===== src/rtl/cp0_timer_intr_pkg.sv =====
// Shared definitions for the CP0 timer/interrupt block: register indices,
// field positions, writable-bit masks and the exception-code enum.
package cp0_timer_intr_pkg;

    localparam logic [4:0] CP0_BADVADDR = 5'd8;
    localparam logic [4:0] CP0_COUNT    = 5'd9;
    localparam logic [4:0] CP0_COMPARE  = 5'd11;
    localparam logic [4:0] CP0_STATUS   = 5'd12;
    localparam logic [4:0] CP0_CAUSE    = 5'd13;
    localparam logic [4:0] CP0_EPC      = 5'd14;
    localparam logic [4:0] CP0_PRID     = 5'd15;

    localparam int ST_IE     = 0;
    localparam int ST_EXL    = 1;
    localparam int ST_IM_LO  = 8;
    localparam int CA_EXC_LO = 2;
    localparam int CA_IP_LO  = 8;
    localparam int CA_TI     = 30;
    localparam int CA_BD     = 31;

    localparam logic [31:0] STATUS_WMASK = 32'h0000_ff03;
    localparam logic [31:0] CAUSE_WMASK  = 32'h0000_0300;

    typedef enum logic [4:0] {
        EXC_INT  = 5'd0,
        EXC_MOD  = 5'd1,
        EXC_TLBL = 5'd2,
        EXC_TLBS = 5'd3,
        EXC_ADEL = 5'd4,
        EXC_ADES = 5'd5,
        EXC_SYS  = 5'd8,
        EXC_BP   = 5'd9,
        EXC_RI   = 5'd10,
        EXC_OV   = 5'd12
    } exc_code_e;

    function automatic logic [31:0] pack_cause(input logic bd, input logic ti,
                                               input logic [7:0] ip, input logic [4:0] code);
        logic [31:0] c;
        c = 32'h0000_0000;
        c[CA_BD] = bd;
        c[CA_TI] = ti;
        c[CA_IP_LO +: 8] = ip;
        c[CA_EXC_LO +: 5] = code;
        return c;
    endfunction

endpackage


===== src/rtl/cp0_timer_intr_count_timer.sv =====
// Count/Compare timer: prescaled Count, Compare register and the sticky
// timer-interrupt flag raised one cycle after an updated Count hits Compare.
module cp0_count_timer #(
    parameter int COUNT_DIV = 2
) (
    input  logic        clk,
    input  logic        rst,
    input  logic        count_we,
    input  logic        compare_we,
    input  logic [31:0] wdata,
    output logic [31:0] count,
    output logic [31:0] compare,
    output logic        ti
);
    localparam logic [3:0] DIV_LAST = 4'(COUNT_DIV - 1);

    logic [3:0]  div_q, div_d;
    logic [31:0] count_q, count_d;
    logic [31:0] compare_q, compare_d;
    logic        hit_q, hit_d;
    logic        ti_q, ti_d;
    logic        wrap_s;

    // Next-state for divider, Count, Compare and TI.
    always_comb begin
        div_d     = div_q;
        count_d   = count_q;
        compare_d = compare_q;
        ti_d      = ti_q;
        wrap_s    = (div_q == DIV_LAST);
        if (count_we) begin
            count_d = wdata;
            div_d   = 4'd0;
        end else if (wrap_s) begin
            count_d = count_q + 32'd1;
            div_d   = 4'd0;
        end else begin
            div_d = div_q + 4'd1;
        end
        if (compare_we) begin
            compare_d = wdata;
        end else begin
            compare_d = compare_q;
        end
        // Only a Count update can hit, so a parked Count never re-arms TI.
        hit_d = (count_we || wrap_s) && (count_d == compare_d);
        if (compare_we) begin
            ti_d = 1'b0;
        end else if (hit_q) begin
            ti_d = 1'b1;
        end else begin
            ti_d = ti_q;
        end
    end

    // Timer state registers.
    always_ff @(posedge clk) begin
        if (!rst) begin
            div_q     <= 4'd0;
            count_q   <= 32'd0;
            compare_q <= 32'd0;
            hit_q     <= 1'b0;
            ti_q      <= 1'b0;
        end else begin
            div_q     <= div_d;
            count_q   <= count_d;
            compare_q <= compare_d;
            hit_q     <= hit_d;
            ti_q      <= ti_d;
        end
    end

    assign count   = count_q;
    assign compare = compare_q;
    assign ti      = ti_q;

endmodule


===== src/rtl/cp0_timer_intr.sv =====
// Coprocessor-0 register file with Count/Compare timer, hardware/software
// interrupts, exception commit and ERET; MFC0 reads forward this cycle's update.
module cp0_timer_intr
    import cp0_timer_intr_pkg::*;
#(
    parameter int          N_HINT     = 6,
    parameter int          COUNT_DIV  = 2,
    parameter logic [31:0] PRID_VAL   = 32'h0001_8000,
    parameter logic [31:0] STATUS_RST = 32'h0000_ff01
) (
    input  logic              clk,
    input  logic              rst,
    input  logic [4:0]        rd_addr,
    output logic [31:0]       rd_data,
    input  logic              wr_en,
    input  logic [4:0]        wr_addr,
    input  logic [31:0]       wr_data,
    input  logic              exc_we,
    input  logic              exc_bd,
    input  logic [4:0]        exc_code,
    input  logic [31:0]       exc_epc,
    input  logic [31:0]       exc_bva,
    input  logic              exc_bva_we,
    input  logic              eret,
    input  logic [N_HINT-1:0] hard_intr,
    output logic              intr_pending,
    output logic [31:0]       er_epc,
    output logic              timer_intr
);
    logic [31:0] bva_q, bva_d;
    logic [31:0] epc_q, epc_d;
    logic [31:0] status_q, status_d;
    logic [1:0]  ip_sw_q, ip_sw_d;
    logic [5:0]  ip_hw_q, ip_hw_d;
    logic        bd_q, bd_d;
    logic [4:0]  code_q, code_d;

    logic        wr_ok_s, count_we_s, compare_we_s, ti_s, exl_eff_s;
    logic [31:0] count_s, compare_s, status_fwd_s, cause_fwd_s;
    logic [7:0]  ip_fwd_s;

    assign wr_ok_s      = wr_en && !exc_we && !eret;
    assign count_we_s   = wr_ok_s && (wr_addr == CP0_COUNT);
    assign compare_we_s = wr_ok_s && (wr_addr == CP0_COMPARE);

    cp0_count_timer #(.COUNT_DIV(COUNT_DIV)) u_timer (
        .clk        (clk),
        .rst        (rst),
        .count_we   (count_we_s),
        .compare_we (compare_we_s),
        .wdata      (wr_data),
        .count      (count_s),
        .compare    (compare_s),
        .ti         (ti_s)
    );

    // Prioritised next-state: exception commit, then ERET, then MTC0.
    always_comb begin
        bva_d    = bva_q;
        epc_d    = epc_q;
        status_d = status_q;
        ip_sw_d  = ip_sw_q;
        bd_d     = bd_q;
        code_d   = code_q;
        ip_hw_d  = 6'd0;
        ip_hw_d[N_HINT-1:0] = hard_intr;
        if (exc_we) begin
            bd_d             = exc_bd;
            code_d           = exc_code;
            status_d[ST_EXL] = 1'b1;
            epc_d            = exc_epc;
            if (exc_bva_we) begin
                bva_d = exc_bva;
            end else begin
                bva_d = bva_q;
            end
        end else if (eret) begin
            status_d[ST_EXL] = 1'b0;
        end else if (wr_en) begin
            case (wr_addr)
                CP0_STATUS: status_d = wr_data & STATUS_WMASK;
                CP0_CAUSE:  ip_sw_d  = wr_data[CA_IP_LO +: 2];
                CP0_EPC:    epc_d    = wr_data;
                default:    status_d = status_q;
            endcase
        end else begin
            status_d = status_q;
        end
    end

    // Forwarded views; ERET's EXL clear only shows up in intr_pending.
    always_comb begin
        if (eret && !exc_we) begin
            status_fwd_s = status_q;
        end else begin
            status_fwd_s = status_d;
        end
        ip_fwd_s    = {ip_hw_q[5] | ti_s, ip_hw_q[4:0], ip_sw_d};
        cause_fwd_s = pack_cause(bd_d, ti_s, ip_fwd_s, code_d);
        if (exc_we) begin
            exl_eff_s = 1'b1;
        end else if (eret) begin
            exl_eff_s = 1'b0;
        end else begin
            exl_eff_s = status_fwd_s[ST_EXL];
        end
        case (rd_addr)
            CP0_BADVADDR: rd_data = bva_d;
            CP0_COUNT:    rd_data = count_we_s ? wr_data : count_s;
            CP0_COMPARE:  rd_data = compare_we_s ? wr_data : compare_s;
            CP0_STATUS:   rd_data = status_fwd_s;
            CP0_CAUSE:    rd_data = cause_fwd_s;
            CP0_EPC:      rd_data = epc_d;
            CP0_PRID:     rd_data = PRID_VAL;
            default:      rd_data = 32'h0000_0000;
        endcase
    end

    assign intr_pending = (|(ip_fwd_s & status_fwd_s[ST_IM_LO +: 8]))
                          & status_fwd_s[ST_IE] & ~exl_eff_s;
    assign er_epc       = exc_we ? exc_epc : epc_d;
    assign timer_intr   = ti_s;

    // CP0 architectural registers.
    always_ff @(posedge clk) begin
        if (!rst) begin
            bva_q    <= 32'd0;
            epc_q    <= 32'd0;
            status_q <= STATUS_RST & STATUS_WMASK;
            ip_sw_q  <= 2'd0;
            ip_hw_q  <= 6'd0;
            bd_q     <= 1'b0;
            code_q   <= 5'd0;
        end else begin
            bva_q    <= bva_d;
            epc_q    <= epc_d;
            status_q <= status_d;
            ip_sw_q  <= ip_sw_d;
            ip_hw_q  <= ip_hw_d;
            bd_q     <= bd_d;
            code_q   <= code_d;
        end
    end

endmodule


===== config.mk =====
export PLATFORM = sky130hd
export DESIGN_NAME = cp0_timer_intr
export DESIGN_NICKNAME = d
export VERILOG_FILES = /design/src/rtl/cp0_timer_intr_pkg.sv /design/src/rtl/cp0_timer_intr_count_timer.sv /design/src/rtl/cp0_timer_intr.sv
export SDC_FILE = /design/constraint.sdc
export NUM_CORES = 1
export LEC_CHECK = 0
export CORE_AREA = 4 4 137 205
export CTS_CLUSTER_DIAMETER = 40
export DETAILED_ROUTE_END_ITERATION = 16
export DIE_AREA = 0 0 141 209
export PLACE_DENSITY = 0.72
export SLEW_MARGIN = 20
export SYNTH_ARGS = -nofsm -noshare
export SYNTH_HDL_FRONTEND = slang
export SYNTH_HIERARCHICAL = 1
export SYNTH_SLANG_ARGS = --single-unit

===== constraint.sdc =====
create_clock -name clk -period 3.7 [get_ports clk]
set_input_delay 0.925 -clock clk [delete_from_list [all_inputs] [get_ports clk]]
set_output_delay 0.925 -clock clk [all_outputs]
set_load 0.01 [all_outputs]

==> metrics.cfg <==
[die]
row_count = 73
start_util_pct = 39.6
die_h_um = 209
ios = 190
core_area_um2 = 26300
die_x_um = 141
die-area_um2 = 29500

[job]
drv_cap = 0

[timing]
tightest_slew_ns = 0.769
slew_headroom_pct = 48.8
max_freq_mhz = 271
drv_slew = 0
fin_crit_sh_pct = 99.9
layout_min_cycle_time_ns = 3.70
finalSetupViolCount = 0
grt_setup_unrepaired = yes
final_hold_viol_count = 0
skew_ns = 0.00765

[drt]
drtAntennaViolNets = 0
wl_met1_um = 16400
wl_met2_um = 20100
wl_met3_um = 2510
top_layer = met4
drt_iter0_drc = 943
drc = 0
routed_via_density = 5.67
first_pass_iters = 6
wire_per_inst_um = 21.6
routed_wirelength_um = 41100
vias = 10800

[synthesis]
synthMuxAreaShare_pct = 17.1
synth_compound_area_share_pct = 15.1
synth_nets = 1290
synth_area_um2 = 10400
synthAdderAreaFrac_pct = 0.360
synthXorXnorAreaFrac_pct = 7.34
synth-main-ff-cell = dfxtp_1
synth_edf_count = 0
yosysSeqAreaShare_pct = 34.6
ys_types = 79
synth.avg_cell_area_um2 = 8.96
ys_ff_latch = 180
synthCells = 1163
synth_simple_gate_area_share_pct = 21.6
synth_top_family_by_area = simple AND/OR/NAND/NOR gates
yosys_warnings = 6
async_flop_share_pct = 0

[setup_path]
cp-end-kind = primary output
cp.arrival_ns = 2.77
crit_required_ns = 2.77
crit_fanout = 8
path_class = input port to primary output
start_kind = input port

[clocking]
clkSlewWorstSetupHoldPaths_ns = 0.06
hold_buffers = 0
clock_path_buffers = 2
tritoncts = done
insertion_delay_ns = 0.44
h-tree-depth = 4
cts_buffers = 17
root_buffer = clkbuf_16
cts.sinks = 180

[global_route]
grt_use_total_pct = 26.8
grt_max_degree = 79
grt_pass1_wl_um = 62000
grt_pass1_vias = 10900
antenna_found_initial = 0
grt_overflow = 0

[power]
leakage_nw = 7.29
total_power_mw = 4.77
irDropWorstVdd_v = 0.000311
power_density_nw_per_um2 = 303

[cells_and_area]
antennaDiodeCount = 0
utilization_pct = 59.9
final_cell_mix = buf_4, dfxtp_1, mux2i_1, clkdlybuf4s50_1, nor2_1
seqCellArea_um2 = 3600
fin_area_um2 = 15700
final_common_cell = buf_4
final_layout_size_suffix_gt1_share_pct = 27.6
multi_input_area_um2 = 6990
n_fill_cell = 2255
area_growth_pct = 51.1
finalNetCount = 1678

[placed_design]
dp_hpwl_um = 30000
io_buffer_count = 189
place_congestion = 0.989
place_area_um2 = 14200

[run_status]
outcome = completed

[hold_path]
hp-class = flip-flop to flip-flop

layout make-up:
| type | count | area share [%] |
|---|---|---|
| Clock inverter | 11 | 0.962 |
| Sequential cell | 180 | 22.9 |
| Timing Repair Buffer | 450 | 25.8 |
| Inverter | 16 | 0.389 |
| Multi-Input combinational cell | 886 | 44.4 |
| Clock buffer | 20 | 2.90 |
| Tap cell | 337 | 2.68 |
registers in the layout, summed over array words and instances (netlist names):
register	flops
bva_q	32
epc_q	32
status_q	32
u_timer/compare	32
u_timer/count	32
ip_hw_q	6
code_q	5
u_timer/div_q	4
ip_sw_q	2
bd_q	1
u_timer/hit_q	1
u_timer/ti	1
repair_timing:
action | 4_1_cts | 5_1_grt
cloned | 6 | 1
endpoints found under the setup margin | 66 | 37
gates resized for setup | 299 | 74
pin swaps | 48 | 20
buffers inserted | 19 | 7
report_power, final:
part           switching [mW]  leakage [nW]  internal, mW
combinational           0.388          5.52         0.430
clock                   0.825         0.297          1.10
sequential             0.0294          1.46          1.99
total                    1.24          7.29          3.52
stage by stage:
step / setup TNS (ns) / instances / worst slack (ns) / hold WS (ns)
2_1_floorplan: 0 / 1163 / 0.00387 / 0.433
3_3_place_gp: -41.33 / 1838 / -0.831 / 0.448
3_5_place_dp: -41.88 / 1838 / -0.780 / 0.454
4_1_cts: -0.444 / 1894 / -0.133 / 0.467
5_1_grt: -0.151 / 1900 / -0.0588 / 0.479
6_report: 0 / 1900 / 0.00393 / 0.469
critical path, stage by stage:
cell,delay (ns)
buf_6,0.12
or4b_4,0.60
o21ai_2,0.14
a21oi_1,0.07
or4_1,0.47
a211o_1,0.28
buf_2,0.15
cell families (layout without fill, tap and decap cells):
group / count (synthesis) / count (layout)
AND/OR/NAND/NOR: 405 / 405
buffers and inverters: 97 / 497
multiplexers: 177 / 177
XOR/XNOR: 81 / 81
adder cells (fa/ha/maj): 3 / 3
AO/OA/AOI/OAI: 220 / 220
flip-flops: 180 / 180
worst paths after layout:
check / startpoint / cells past startpoint / slack (ns) / endpoint
hold reg to reg: u_timer/div_q[0] / 1 / 0.47 / u_timer/div_q[0]
setup reg to reg: u_timer/count[1] / 9 / 0.54 / u_timer/hit_q
setup / recovery: exc_we / 7 / 0.004 / rd_data[9]
hold / removal: u_timer/div_q[0] / 1 / 0.47 / u_timer/div_q[0]
Yosys cell counts (all sizes together), types with 8 or more instances:
| cell | count | area (um2) |
|---|---|---|
| o22ai | 26 | 163 |
| nor2b | 42 | 263 |
| nor4 | 12 | 96.3 |
| nand2 | 75 | 284 |
| and2 | 50 | 313 |
| o21ai | 55 | 283 |
| xor2 | 34 | 298 |
| clkbuf | 50 | 188 |
| a21oi | 22 | 110 |
| a211o | 30 | 263 |
| nand3 | 40 | 205 |
| nor2 | 79 | 302 |
| nor3 | 17 | 90.1 |
| nand2b | 8 | 50.1 |
| nand4 | 13 | 81.3 |
| inv | 16 | 60.1 |
| o2bb2ai | 14 | 123 |
| dfxtp | 180 | 3600 |
| o221ai | 15 | 131 |
| mux2i | 173 | 1730 |
| buf | 31 | 165 |
| xnor2 | 43 | 377 |
| and3 | 31 | 194 |
metal layers:
metal	vias to the layer above	global-route usage (%)
li1	5014	-
met1	5189	33.2
met2	443	45.1
met3	123	4.42
met4	0	12.6
met5	-	0
Note: power is estimated with default switching activity, not from simulation.
